`config.mk`:
```
export PLATFORM = sky130hd
export DESIGN_NAME = cr16_mmio_responder
export DESIGN_NICKNAME = d
export VERILOG_FILES = /design/src/rtl/cr16_mmio_pkg.sv /design/src/rtl/cr16_mmio_input_sync.sv /design/src/rtl/cr16_mmio_responder.sv
export SDC_FILE = /design/constraint.sdc
export NUM_CORES = 1
export LEC_CHECK = 0
export ABC_CLOCK_PERIOD_IN_PS = 1050
export BUFFER_PORTS_ARGS = -buffer_cell sky130_fd_sc_hd__buf_4
export CAP_MARGIN = 15
export CELL_PAD_IN_SITES_DETAIL_PLACEMENT = 1
export CELL_PAD_IN_SITES_GLOBAL_PLACEMENT = 2
export CORE_MARGIN = 8
export CORE_UTILIZATION = 27
export CTS_CLUSTER_DIAMETER = 80
export CTS_CLUSTER_SIZE = 10
export DETAILED_ROUTE_END_ITERATION = 16
export HOLD_SLACK_MARGIN = 0.06
export PLACE_DENSITY_LB_ADDON = 0.1
export SLEW_MARGIN = 20
export SYNTH_ARGS = -nofsm -noshare
export SYNTH_HDL_FRONTEND = slang
export SYNTH_SLANG_ARGS = --single-unit
```
`constraint.sdc`:
```
create_clock -name I_CLK -period 1.05 [get_ports I_CLK]
set_input_delay 0 -clock I_CLK [delete_from_list [all_inputs] [get_ports I_CLK]]
set_output_delay 0 -clock I_CLK [all_outputs]
set_load 0.005 [all_outputs]
```
`src/rtl/cr16_mmio_pkg.sv`:
```
// Shared register offsets and bit positions for the CR16 MMIO responder.
// Timer support is built only when CR16_MMIO_TIMER_EN is defined.
package cr16_mmio_pkg;

  localparam logic [2:0] P_MMIO_OFS_DISP_LO       = 3'd0;
  localparam logic [2:0] P_MMIO_OFS_DISP_HI       = 3'd1;
  localparam logic [2:0] P_MMIO_OFS_LED           = 3'd2;
  localparam logic [2:0] P_MMIO_OFS_SWITCH        = 3'd3;
  localparam logic [2:0] P_MMIO_OFS_BTN_EVENT     = 3'd4;
  localparam logic [2:0] P_MMIO_OFS_TIMER_COUNT   = 3'd5;
  localparam logic [2:0] P_MMIO_OFS_TIMER_CTRL    = 3'd6;
  localparam logic [2:0] P_MMIO_OFS_TIMER_COMPARE = 3'd7;

  localparam int P_MMIO_REGION_WORDS = 8;

  localparam int P_CTRL_ENABLE_BIT = 0;
  localparam int P_CTRL_CLEAR_BIT  = 1;
  localparam int P_EVENT_MATCH_BIT = 15;

endpackage

```
`src/rtl/cr16_mmio_input_sync.sv`:
```
// Two-flop synchronizer for asynchronous inputs, plus a one-cycle pulse
// whenever the synchronized level falls from 1 to 0.
module cr16_mmio_input_sync
  import cr16_mmio_pkg::*;
#(
  parameter int P_WIDTH = 1
) (
  input  logic               clk,
  input  logic               reset,
  input  logic [P_WIDTH-1:0] raw,
  output logic [P_WIDTH-1:0] level,
  output logic [P_WIDTH-1:0] fall
);

  logic [P_WIDTH-1:0] meta;
  logic [P_WIDTH-1:0] level_prev;

  always_ff @(posedge clk) begin
    if (reset) begin
      meta       <= '0;
      level      <= '0;
      level_prev <= '0;
    end else begin
      meta       <= raw;
      level      <= meta;
      level_prev <= level;
    end
  end

  // Reset clears level_prev too, so the 0->1 settle after reset never looks like a press.
  assign fall = level_prev & ~level;

endmodule

```
`src/rtl/cr16_mmio_responder.sv`:
```
// Memory-mapped display/LED/switch/button/timer registers on the CR16 external bus.
// Define CR16_MMIO_TIMER_EN to build the timer, compare match flag and IRQ.
module cr16_mmio_responder
  import cr16_mmio_pkg::*;
#(
  parameter logic [15:0] P_BASE_ADDRESS   = 16'hFF00,
  parameter logic [15:0] P_TIMER_PRESCALE = 16'd50000,
  parameter int          P_NUM_BUTTONS    = 4
) (
  input  logic                     I_CLK,
  input  logic                     I_RESET,
  input  logic [15:0]              I_EXT_MEM_ADDRESS,
  input  logic [15:0]              I_EXT_MEM_DATA,
  input  logic                     I_EXT_MEM_WRITE_ENABLE,
  output logic [15:0]              O_EXT_MEM_DATA,
  input  logic [9:0]               I_SWITCHES,
  input  logic [P_NUM_BUTTONS-1:0] I_BUTTONS_N,
  output logic [23:0]              O_DISPLAY_BITS,
  output logic [9:0]               O_LEDS,
  output logic                     O_TIMER_IRQ
);

  logic [15:0] rel_addr;
  logic        hit;
  logic [2:0]  offset;
  logic        wr_hit;

  // Subtracting first makes a region that straddles 16'hFFFF->0 decode correctly.
  assign rel_addr = I_EXT_MEM_ADDRESS - P_BASE_ADDRESS;
  assign hit      = rel_addr < 16'(P_MMIO_REGION_WORDS);
  assign offset   = rel_addr[2:0];
  assign wr_hit   = I_EXT_MEM_WRITE_ENABLE && hit;

  logic [9:0]               sw_level;
  logic [9:0]               sw_fall;
  logic [P_NUM_BUTTONS-1:0] btn_level;
  logic [P_NUM_BUTTONS-1:0] btn_press;

  cr16_mmio_input_sync #(.P_WIDTH(10)) u_switch_sync (
    .clk   (I_CLK),
    .reset (I_RESET),
    .raw   (I_SWITCHES),
    .level (sw_level),
    .fall  (sw_fall)
  );

  cr16_mmio_input_sync #(.P_WIDTH(P_NUM_BUTTONS)) u_button_sync (
    .clk   (I_CLK),
    .reset (I_RESET),
    .raw   (I_BUTTONS_N),
    .level (btn_level),
    .fall  (btn_press)
  );

  logic unused_sync;
  assign unused_sync = ^{sw_fall, btn_level};

  logic [15:0]              disp_lo;
  logic [7:0]               disp_hi;
  logic [9:0]               leds;
  logic [P_NUM_BUTTONS-1:0] btn_event;
  logic [P_NUM_BUTTONS-1:0] btn_clear;

  assign btn_clear = (wr_hit && offset == P_MMIO_OFS_BTN_EVENT) ?
                     I_EXT_MEM_DATA[P_NUM_BUTTONS-1:0] : '0;

  always_ff @(posedge I_CLK) begin
    if (I_RESET) begin
      disp_lo   <= '0;
      disp_hi   <= '0;
      leds      <= '0;
      btn_event <= '0;
    end else begin
      if (wr_hit && offset == P_MMIO_OFS_DISP_LO) disp_lo <= I_EXT_MEM_DATA;
      if (wr_hit && offset == P_MMIO_OFS_DISP_HI) disp_hi <= I_EXT_MEM_DATA[7:0];
      if (wr_hit && offset == P_MMIO_OFS_LED)     leds    <= I_EXT_MEM_DATA[9:0];
      // OR-ing the press in after the clear lets a same-cycle press survive W1C.
      btn_event <= (btn_event & ~btn_clear) | btn_press;
    end
  end

  logic [15:0] timer_count_rd;
  logic [15:0] timer_ctrl_rd;
  logic [15:0] timer_compare_rd;
  logic        match_flag;

`ifdef CR16_MMIO_TIMER_EN
  logic [15:0] prescaler;
  logic [15:0] timer_count;
  logic [15:0] timer_compare;
  logic        timer_enable;
  logic        ctrl_write;
  logic        timer_clear;
  logic        tick;
  logic [15:0] count_next;
  logic        match_set;
  logic        match_clear;

  assign ctrl_write  = wr_hit && offset == P_MMIO_OFS_TIMER_CTRL;
  assign timer_clear = ctrl_write && I_EXT_MEM_DATA[P_CTRL_CLEAR_BIT];
  assign tick        = timer_enable && (prescaler == P_TIMER_PRESCALE - 16'd1);
  assign count_next  = timer_count + 16'd1;
  // Only an actual increment onto the compare value raises the flag.
  assign match_set   = tick && !timer_clear && (count_next == timer_compare);
  assign match_clear = wr_hit && offset == P_MMIO_OFS_BTN_EVENT &&
                       I_EXT_MEM_DATA[P_EVENT_MATCH_BIT];

  always_ff @(posedge I_CLK) begin
    if (I_RESET) begin
      prescaler     <= '0;
      timer_count   <= '0;
      timer_compare <= '0;
      timer_enable  <= 1'b0;
      match_flag    <= 1'b0;
    end else begin
      if (ctrl_write) timer_enable <= I_EXT_MEM_DATA[P_CTRL_ENABLE_BIT];
      if (timer_clear) begin
        prescaler   <= '0;
        timer_count <= '0;
      end else if (tick) begin
        prescaler   <= '0;
        timer_count <= count_next;
      end else if (timer_enable) begin
        prescaler <= prescaler + 16'd1;
      end
      if (wr_hit && offset == P_MMIO_OFS_TIMER_COMPARE) timer_compare <= I_EXT_MEM_DATA;
      if (match_set) match_flag <= 1'b1;
      else if (match_clear) match_flag <= 1'b0;
    end
  end

  assign timer_count_rd   = timer_count;
  assign timer_ctrl_rd    = {15'd0, timer_enable};
  assign timer_compare_rd = timer_compare;
`else
  logic unused_prescale;
  assign unused_prescale  = ^P_TIMER_PRESCALE;
  assign timer_count_rd   = '0;
  assign timer_ctrl_rd    = '0;
  assign timer_compare_rd = '0;
  assign match_flag       = 1'b0;
`endif

  logic [15:0] event_word;
  logic [15:0] rdata;

  always_comb begin
    event_word = '0;
    event_word[P_NUM_BUTTONS-1:0] = btn_event;
    event_word[P_EVENT_MATCH_BIT] = match_flag;
  end

  always_comb begin
    rdata = '0;
    case (offset)
      P_MMIO_OFS_DISP_LO:       rdata = disp_lo;
      P_MMIO_OFS_DISP_HI:       rdata = {8'd0, disp_hi};
      P_MMIO_OFS_LED:           rdata = {6'd0, leds};
      P_MMIO_OFS_SWITCH:        rdata = {6'd0, sw_level};
      P_MMIO_OFS_BTN_EVENT:     rdata = event_word;
      P_MMIO_OFS_TIMER_COUNT:   rdata = timer_count_rd;
      P_MMIO_OFS_TIMER_CTRL:    rdata = timer_ctrl_rd;
      P_MMIO_OFS_TIMER_COMPARE: rdata = timer_compare_rd;
      default:                  rdata = '0;
    endcase
  end

  // Sampled before this edge's writes land, so a concurrent read returns the old value.
  always_ff @(posedge I_CLK) begin
    if (I_RESET) O_EXT_MEM_DATA <= '0;
    else         O_EXT_MEM_DATA <= hit ? rdata : 16'h0000;
  end

  assign O_DISPLAY_BITS = {disp_hi, disp_lo};
  assign O_LEDS         = leds;
  assign O_TIMER_IRQ    = match_flag;

endmodule
```
==> flow_summary.json, run 1 <==
{
  "nNetsFinal": 542,
  "finalSetupViolations": 0,
  "cp_data_required_time_ps": 1270,
  "grt_overflow": 0,
  "grt_pass1_wl_um": 17500,
  "fin_skew_ps": 6.67,
  "r2r_start": "disp_lo[9]",
  "dp_hpwl_um": 7780,
  "gr-usage-all-layers": 0.139,
  "leakage_uw": 0.00212,
  "cp_cell_sequence": "mux2i_1 -> nor2_1 -> a31oi_1 -> nor3_1",
  "cts_tree": "done",
  "cts_buffer_depth": 2,
  "num_vias": 2997,
  "fmax_mhz": 984,
  "hold_class": "in -> reg",
  "viasPerCell": 4.65,
  "postCtsSetupBuffers": 0,
  "hold_viol": 0,
  "core_um2": 12000,
  "post-route-period-util": 0.967,
  "synth.avg_cell_area_um2": 9.46,
  "synth_seq_cells": 86,
  "globalplace.congestion": 0.732,
  "grt_pass1_vias": 3257,
  "clkLatencyLatePin_ps": 330,
  "area_growth_pct": 54.5,
  "die_x_um": 126,
  "crit_slowest_cell": "dfxtp_1",
  "worst_setup_path_end_kind": "flip-flop",
  "diodes": 0,
  "cts-buffers-inserted": 9,
  "start_kind": "flip-flop",
  "fp.dieH_um": 126,
  "drtIter0Drc": 101,
  "cp_max_fo": 3,
  "drt_pre_antenna_iters": 4,
  "syn_inst": 347,
  "crit_type": "reg -> reg",
  "slew_viol_final": 0,
  "critPathBufInv": 0,
  "ios": 100,
  "cts-htree-levels": 3,
  "regToRegEndpoint": "O_EXT_MEM_DATA[9]",
  "total_power_uw": 7380,
  "placed_cells": 598,
  "ys_seq_area_frac": 0.524,
  "cts_num_sinks": 86,
  "r2r_cells": 4,
  "synth.cell_area_um2": 3280,
  "maxCapViolCount": 0,
  "rsz0062_at_grt": "no",
  "critPathArrivalTime_ps": 1230,
  "synth_nets": 396,
  "ys.warnings.count": 0,
  "antenna_left": 0,
  "rrSetupSlack_ps": 30,
  "cp_num_cells": 4,
  "outcome": "completed",
  "antenna_found_initial": 0,
  "post_drt_wl_per_cell_um": 16.8,
  "endpoint": "O_EXT_MEM_DATA[9]",
  "port_buffers": 98,
  "drive_gt1_frac": 0.329,
  "crit_family": "flip-flops",
  "grt_max_degree": 34,
  "fin_crit_ps": 1020,
  "whs_ps": 59.4,
  "root_buffer": "clkbuf_16",
  "start_util": 0.274,
  "finalSetupTns_ps": 0,
  "startpoint": "disp_lo[9]",
  "vdd_drop_max_mv": 0.930,
  "dieArea_um2": 15900,
  "rows": 40,
  "clkSlewWorstSetupHoldPaths_ps": 60,
  "slowest_delay_ps": 340,
  "power_density_nw_per_um2": 1450,
  "drt_wl_total_um": 10800,
  "fin_cells": 645,
  "ys_types": 32,
  "drc_errors": 0
}
synth_stat cells, drive strengths merged:
cell type,number,area (um2)
dfxtp,86,1720
nor2b,35,219
a21oi,34,170
nand3,33,178
o21ai,30,150
nand2b,25,156
clkbuf,19,71.3
mux2i,14,140
nor2,14,52.6
buf,12,83.8
and3,6,37.5
a2111oi,4,35.0
a211oi,4,30.0
a22oi,4,30.0
nor3,4,20.0
and4,3,26.3
a21o,2,15.0
a31oi,2,12.5
inv,2,7.51
mux2,2,22.5
nand4,2,12.5
o221a,2,22.5
o22a,2,17.5
and2,1,6.26
and4b,1,10.0
conb,1,3.75
nand2,1,3.75
nor4,1,21.3
or3,1,6.26
how the worst min path moves through the flow:
stage / from / to / slack (ps) / cells after the start
after floorplan: I_BUTTONS_N[0] / u_button_sync.meta[0] / 130 / 1
after global placement: I_SWITCHES[4] / u_switch_sync.meta[4] / 210 / 2
after detailed placement: I_SWITCHES[0] / u_switch_sync.meta[0] / 220 / 2
after CTS: I_EXT_MEM_ADDRESS[2] / O_EXT_MEM_DATA[6] / 60 / 3
after global routing: I_EXT_MEM_ADDRESS[2] / O_EXT_MEM_DATA[5] / 70 / 3
final: I_EXT_MEM_ADDRESS[2] / O_EXT_MEM_DATA[5] / 60 / 3
registers in the layout, summed over array words and instances, names as in the netlist:
signal / count
u_button_sync.level_prev: 4
u_switch_sync.meta: 10
u_button_sync.meta: 4
O_EXT_MEM_DATA: 16
O_LEDS: 10
disp_lo: 16
u_button_sync.level: 4
disp_hi: 8
u_switch_sync.level: 10
btn_event: 4
tightest hold or removal path: cells and delay by family:
family	cells	cell delay, ps
buffers and inverters	2	270
AO/OA/AOI/OAI	1	60
final cells by class:
cell class              instances  area (um2)
multi-input cells             228        1440
clock inverters                 6        92.6
repair buffers                166        1400
clock buffers                  10         229
inverters                       2        7.51
flip-flops and latches         86        1720
fillers                      1367        6890
well taps                     147         184
power breakdown:
part	internal, uW	leakage, uW	switching [uW]
sequential	3320	0.000699	15.1
combinational	341	0.00127	267
clock	2100	0.000150	1330
per-layer routing:
layer | track usage | vias to the layer above | share of wire
li1 | - | 1497 | -
met1 | 0.167 | 1421 | 0.45
met2 | 0.232 | 69 | 0.49
met3 | 0.0473 | 10 | 0.054
met4 | 0.0368 | 0 | 0.0096
met5 | 0 | - | 0
cell usage in the layout, fill, tap and decap left out, types with 2 or more instances in the layout:
cell type      instances
bufinv_16              2
a21o_1                 2
a21oi_2                2
mux2i_1               14
and4_1                 3
mux2_2                 2
nor2_1                14
nor3_1                 3
a22oi_2                2
dlygate4sd3_1         31
inv_6                  2
a211oi_1               2
o221a_2                2
o21ai_1               11
buf_6                  4
clkinvlp_4             2
nand4_1                2
buf_12                 5
nand2b_1              25
a31oi_1                2
nor2b_1               35
a21oi_1               32
buf_4                126
inv_1                  2
a2111oi_0              3
dfxtp_1               86
a211oi_2               2
o21ai_0               19
and3_1                 6
o22a_1                 2
nand3_1               32
a22oi_1                2
clkbuf_16              9
logic make-up after synthesis:
family	count (synthesis)	synth area share
buffers and inverters	33	0.0495
AND/OR/NAND/NOR	127	0.228
flip-flops	86	0.524
multiplexers	16	0.0495
other	1	0.00114
AO/OA/AOI/OAI	84	0.147
per-stage QoR:
step                setup WS [ps]  instance area (um2)  utilization
floorplan                   -11.7                 3310            -
global placement             -247                 4390        0.367
detailed placement           -301                 4390        0.367
CTS                          7.87                 5030        0.420
global route                 3.27                 5070        0.424
finish                       34.2                 5070        0.424
what timing repair did:
action | 4_1_cts | 5_1_grt
hold endpoints to repair | 50 | 0
hold buffers | 31 | 0
endpoints found under the setup margin | 1 | 12
pin swaps | 1 | 5
gates resized for setup | 1 | 12
No activity file was read; power rests on OpenSTA's default activity.
==> run 2, diff against run 1 <==
- CORE_UTILIZATION: 27 -> 29
- SYNTH_HIERARCHICAL: unset -> 1
==> run 2 against run 1 <==
The run now ends with negative setup slack left. Count of clock-buffer cells in the layout down 1. Core utilization is 3.5 points higher. Combinational power is 4.3% higher. Setup slack got worse by 59 ps. Non-clock buffer count rose by 10. Global-route usage up 0.40 points. Sequential share of layout area down 0.89 points. Sequential power is essentially flat. First-iteration DRC count rose by 19%. Critical path depth decreased by 1. Cell count grew 1.2%. Critical path type unchanged. Critical endpoint is now O_EXT_MEM_DATA[3]. Highest routed layer unchanged.
==> flow_summary.json, run 2 <==
{
  "outcome": "finished with violations",
  "violations": "negative setup slack",
  "slew_viol_final": 0,
  "post_dp_cell_area_um2": 4530,
  "clkSlewWorstSetupHoldPaths_ps": 70,
  "antenna_found_initial": 0,
  "cts-htree-levels": 3,
  "grt_pass1_wl_um": 16600,
  "die_x_um": 124,
  "fin_crit_ps": 1070,
  "grt_busiest_layer": "met2",
  "port_buffers": 98,
  "root_buffer": "clkbuf_16",
  "power_density_nw_per_um2": 1370,
  "synth.cell_area_um2": 3380,
  "fin_area_um2": 5220,
  "num_vias": 3018,
  "grt_pass1_vias": 3191,
  "fin_skew_ps": 6.59,
  "cp_max_fo": 2,
  "nNetsFinal": 554,
  "dp_hpwl_um": 7750,
  "globalplace.congestion": 0.793,
  "worst_setup_path_end_kind": "flip-flop",
  "post-route-period-util": 1.02,
  "cts-buffers-inserted": 9,
  "ios": 100,
  "dieArea_um2": 15400,
  "rows": 39,
  "slowest_delay_ps": 470,
  "synth_nets": 395,
  "drt_pre_antenna_iters": 4,
  "viasPerCell": 4.62,
  "maxCapViolCount": 0,
  "area_growth_pct": 54.6,
  "ys.warnings.count": 6,
  "grt_max_degree": 46,
  "finalSetupViolations": 1,
  "crit_slowest_cell": "mux4_2",
  "multiInputGateArea_um2": 1540,
  "register_area_um2": 1730,
  "synth.avg_cell_area_um2": 9.76,
  "diodes": 0,
  "post_drt_wl_per_cell_um": 16.4,
  "drive_gt1_frac": 0.404,
  "syn_inst": 346,
  "leakage_uw": 0.00222,
  "met2_usage": 0.238,
  "drt_wl_total_um": 10700,
  "hold_viol": 0,
  "start_kind": "flip-flop",
  "grt_overflow": 0,
  "cp_data_required_time_ps": 1280,
  "cp_cell_sequence": "mux4_2 -> nand2b_1 -> a21oi_2",
  "cts_buffer_depth": 2,
  "critPathArrivalTime_ps": 1300,
  "reg.largest.list": "O_EXT_MEM_DATA x16, disp_lo x16",
  "cts_tree": "done",
  "vdd_drop_max_mv": 0.729,
  "crit_type": "reg -> reg",
  "fp.dieH_um": 124,
  "antenna_left": 0,
  "gr-usage-all-layers": 0.143,
  "cts_num_sinks": 86,
  "final_common_cell": "buf_4",
  "post-place-ws_ps": -353,
  "fmax_mhz": 930,
  "clkLatencyLatePin_ps": 340,
  "drc_errors": 0,
  "fin_ws_ps": -24.9,
  "critPathBufInv": 0,
  "hold_class": "in -> reg",
  "drtIter0Drc": 120,
  "rsz0062_at_grt": "yes",
  "core_um2": 11400,
  "fill_cells": 1306,
  "crit_family": "multiplexers",
  "use_met1": 0.167,
  "grtUsageMet3": 0.0403,
  "relSlewSlack": 0.665,
  "worst_slew_pin_slew_ps": 502,
  "layout_common_cells": "136 x buf_4, 83 x dfxtp_1, 34 x o21ai_0, 32 x dlygate4sd3_1, 25 x nor2b_2",
  "start_util": 0.297
}
-- run 2: cell types whose count changed in the layout (fill, tap and decap cells not counted), moves of 11 or more --
cell     change
a21oi_1     -11
nand3_1     -14
nor2b_1     -17
nor2b_2     +25
o21ai_0     +15
o21ai_1     -11
-- run 2: metal layers --
layer,wire [um],vias up
met5,0,-
met4,223,0
met3,612,15
met2,5270,62
met1,4620,1438
li1,-,1503
-- run 2: final cells by class --
class | count | share of cell area
Timing Repair Buffer | 176 | 0.281
Inverter | 4 | 0.00288
Clock inverter | 7 | 0.0144
Multi-Input combinational cell | 228 | 0.294
Sequential cell | 86 | 0.330
Clock buffer | 9 | 0.0431
Tap cell | 143 | 0.0343
-- run 2: path summary, 6_finish.rpt --
path	startpoint	endpoint	slack, ps	cells after the start
setup / recovery	O_LEDS[3]	O_EXT_MEM_DATA[3]	-20	3
hold / removal	I_EXT_MEM_ADDRESS[3]	O_EXT_MEM_DATA[6]	120	5
setup reg to reg	O_LEDS[3]	O_EXT_MEM_DATA[3]	-20	3
hold reg to reg	u_switch_sync/meta[3]	u_switch_sync/level[3]	430	1
-- run 2: metrics by stage --
| stage | TNS (ps) | utilization | instances | power [uW] | hold WS [ps] |
|---|---|---|---|---|---|
| floorplan | -679 | - | 346 | 3660 | 128 |
| finish | -24.9 | 0.459 | 653 | 7170 | 120 |
| global placement | -14050 | 0.398 | 605 | 3940 | 211 |
| detailed placement | -14600 | 0.398 | 605 | 3940 | 214 |
| global route | -155 | 0.459 | 653 | 7500 | 137 |
| CTS | -31.4 | 0.453 | 653 | 7260 | 116 |
-- run 2: power by group --
part	leakage (uW)	total (uW)	internal (uW)	switching [uW]
clock network	0.000138	3200	1850	1350
registers	0.000701	3340	3320	16.1
logic	0.00138	634	367	267
total	0.00222	7170	5530	1630
-- run 2: timing repair --
item | 4_1_cts | 5_1_grt
setup endpoints to repair | 1 | 30
hold endpoints to repair | 54 | 0
hold buffers | 32 | 0
setup buffers | 0 | 0
gates resized for setup | 1 | 20
pin swaps | 0 | 6
-- run 2: tightest hold or removal path, stage by stage --
cell and delay, ps:
buf_6 70, nor4_4 40, nand4_1 80, buf_4 160, a2111oi_2 60
==> run 3, diff against run 2 <==
- ABC_AREA: unset -> 1
- CORE_UTILIZATION: 29 -> 26
==> run 3 against run 2 <==
The flow now finishes without violations. Count of clock-buffer cells in the layout increased by 3. Power decreased by 1.2%. Clock skew about the same. Setup slack improved by 150 ps. Critical path depth increased by 7. Flip-flop and latch count unchanged. Sequential power about the same. Wire length decreased by 2.8%. Fmax increased by 17%. Die area increased by 10%. Register-to-register slack improved by 160 ps.
==> flow_summary.json, run 3 <==
{
  "outcome": "completed",
  "reg.largest.list": "O_EXT_MEM_DATA x16, disp_lo x16",
  "ys.warnings.count": 6,
  "antenna_left": 0,
  "post-route-period-util": 0.877,
  "synth.avg_cell_area_um2": 7.38,
  "grt_pass1_vias": 3356,
  "post_drt_wl_per_cell_um": 13.3,
  "layout_common_cells": "122 x buf_4, 114 x inv_1, 90 x nor2_1, 86 x dfxtp_1, 60 x nand2_1",
  "drt_wl_total_um": 10400,
  "clkLatencyLatePin_ps": 340,
  "cts_buffer_depth": 2,
  "drive_gt1_frac": 0.244,
  "final_common_cell": "buf_4",
  "core_um2": 12700,
  "use_met1": 0.152,
  "grt_overflow": 0,
  "cts_num_sinks": 86,
  "syn_inst": 459,
  "cp_max_fo": 11,
  "critPathArrivalTime_ps": 1140,
  "vdd_drop_max_mv": 0.710,
  "port_buffers": 98,
  "met2_usage": 0.208,
  "crit_type": "in -> reg",
  "gr-usage-all-layers": 0.128,
  "cts-htree-levels": 3,
  "slowest_delay_ps": 250,
  "start_kind": "input pin",
  "root_buffer": "clkbuf_16",
  "hold_viol": 0,
  "die_x_um": 130,
  "dieArea_um2": 16900,
  "start_util": 0.267,
  "finalSetupViolations": 0,
  "final_util": 0.398,
  "clkSlewWorstSetupHoldPaths_ps": 60,
  "globalplace.congestion": 0.723,
  "synth.cell_area_um2": 3390,
  "dp_hpwl_um": 7800,
  "fill_cells": 1590,
  "viasPerCell": 4.05,
  "maxCapViolCount": 0,
  "antenna_found_initial": 0,
  "grt_busiest_layer": "met2",
  "crit_slowest_cell": "o21ai_0",
  "ios": 100,
  "nNetsFinal": 658,
  "cp_cell_sequence": "buf_4 -> inv_1 -> nand2_1 -> nor2_1 -> nand2_1 -> nor2_4 -> nand3_1 -> buf_4 -> o21ai_0 -> nor2_1",
  "power_density_nw_per_um2": 1410,
  "synth_nets": 508,
  "drtIter0Drc": 100,
  "grt_max_degree": 37,
  "critPathBufInv": 3,
  "slew_viol_final": 0,
  "fin_crit_ps": 921,
  "grt_pass1_wl_um": 16700,
  "fin_skew_ps": 6.32,
  "rows": 41,
  "drc_errors": 0,
  "leakage_uw": 0.00241,
  "cp_data_required_time_ps": 1270,
  "fmax_mhz": 1090,
  "num_vias": 3169,
  "drt_pre_antenna_iters": 4,
  "area_growth_pct": 48.7,
  "diodes": 0,
  "cts-buffers-inserted": 9,
  "worst_setup_path_end_kind": "flip-flop",
  "fp.dieH_um": 130,
  "hold_class": "in -> reg",
  "total_power_uw": 7080,
  "rsz0062_at_grt": "no",
  "grtUsageMet3": 0.0461,
  "crit_family": "simple AND/OR/NAND/NOR gates",
  "cts_tree": "done"
}
## run 3: power breakdown
part           leakage (uW)  total [uW]  switching [uW]  internal [uW]
registers          0.000699        3340            17.2           3320
logic               0.00157         522             238            284
clock network      0.000147        3220            1220           2000
total               0.00241        7080            1480           5600
## run 3: per-layer routing
metal  vias up  wire, um  share of wire
met5         -         0              0
met4         0       197          0.019
met3        16       691          0.066
met2        63      4870           0.47
met1      1442      4670           0.45
li1       1648         -              -
## run 3: layout make-up
class                           instances  area, um2  share of cell area
Clock inverter                          1       30.0             0.00596
Timing Repair Buffer                  155       1270               0.251
Inverter                              117        439              0.0872
Multi-Input combinational cell        240       1100               0.218
Sequential cell                        86       1720               0.342
Tap cell                              172        215              0.0427
Clock buffer                           12        267              0.0529
## run 3: path summary, 6_finish.rpt
kind | startpoint | endpoint | slack, ps | cells past startpoint
worst max-delay path | I_EXT_MEM_ADDRESS[7] | O_LEDS[7] | 130 | 10
worst min-delay path | I_EXT_MEM_WRITE_ENABLE | btn_event[0] | 80 | 4
worst max register to register | O_LEDS[0] | O_EXT_MEM_DATA[0] | 140 | 4
worst min register to register | u_button_sync/meta[1] | u_button_sync/level[1] | 400 | 2
## run 3: worst register-to-register path: cells and delay by family, from the launching register on
kind | cells | cell delay, ps
buf+inv | 1 | 60
simple gates | 2 | 260
flops | 1 | 330
compound gates | 1 | 170
## run 3: through the flow
step	setup WS, ps	cell area [um2]	instances	hold slack, ps	setup TNS (ps)
after floorplan	63.8	3390	459	69.1	0
after global placement	-190	4430	739	199	-4790
after detailed placement	-231	4430	739	207	-6170
after CTS	118	5040	783	69.2	0
after global routing	34.8	5040	783	98.9	0
final	129	5040	783	84.2	0
## run 3: what timing repair did
item,CTS,global route
gates resized for setup,0,2
setup buffers,0,0
hold buffers,31,0
endpoints found under the hold margin,52,0
setup endpoints to repair,0,2
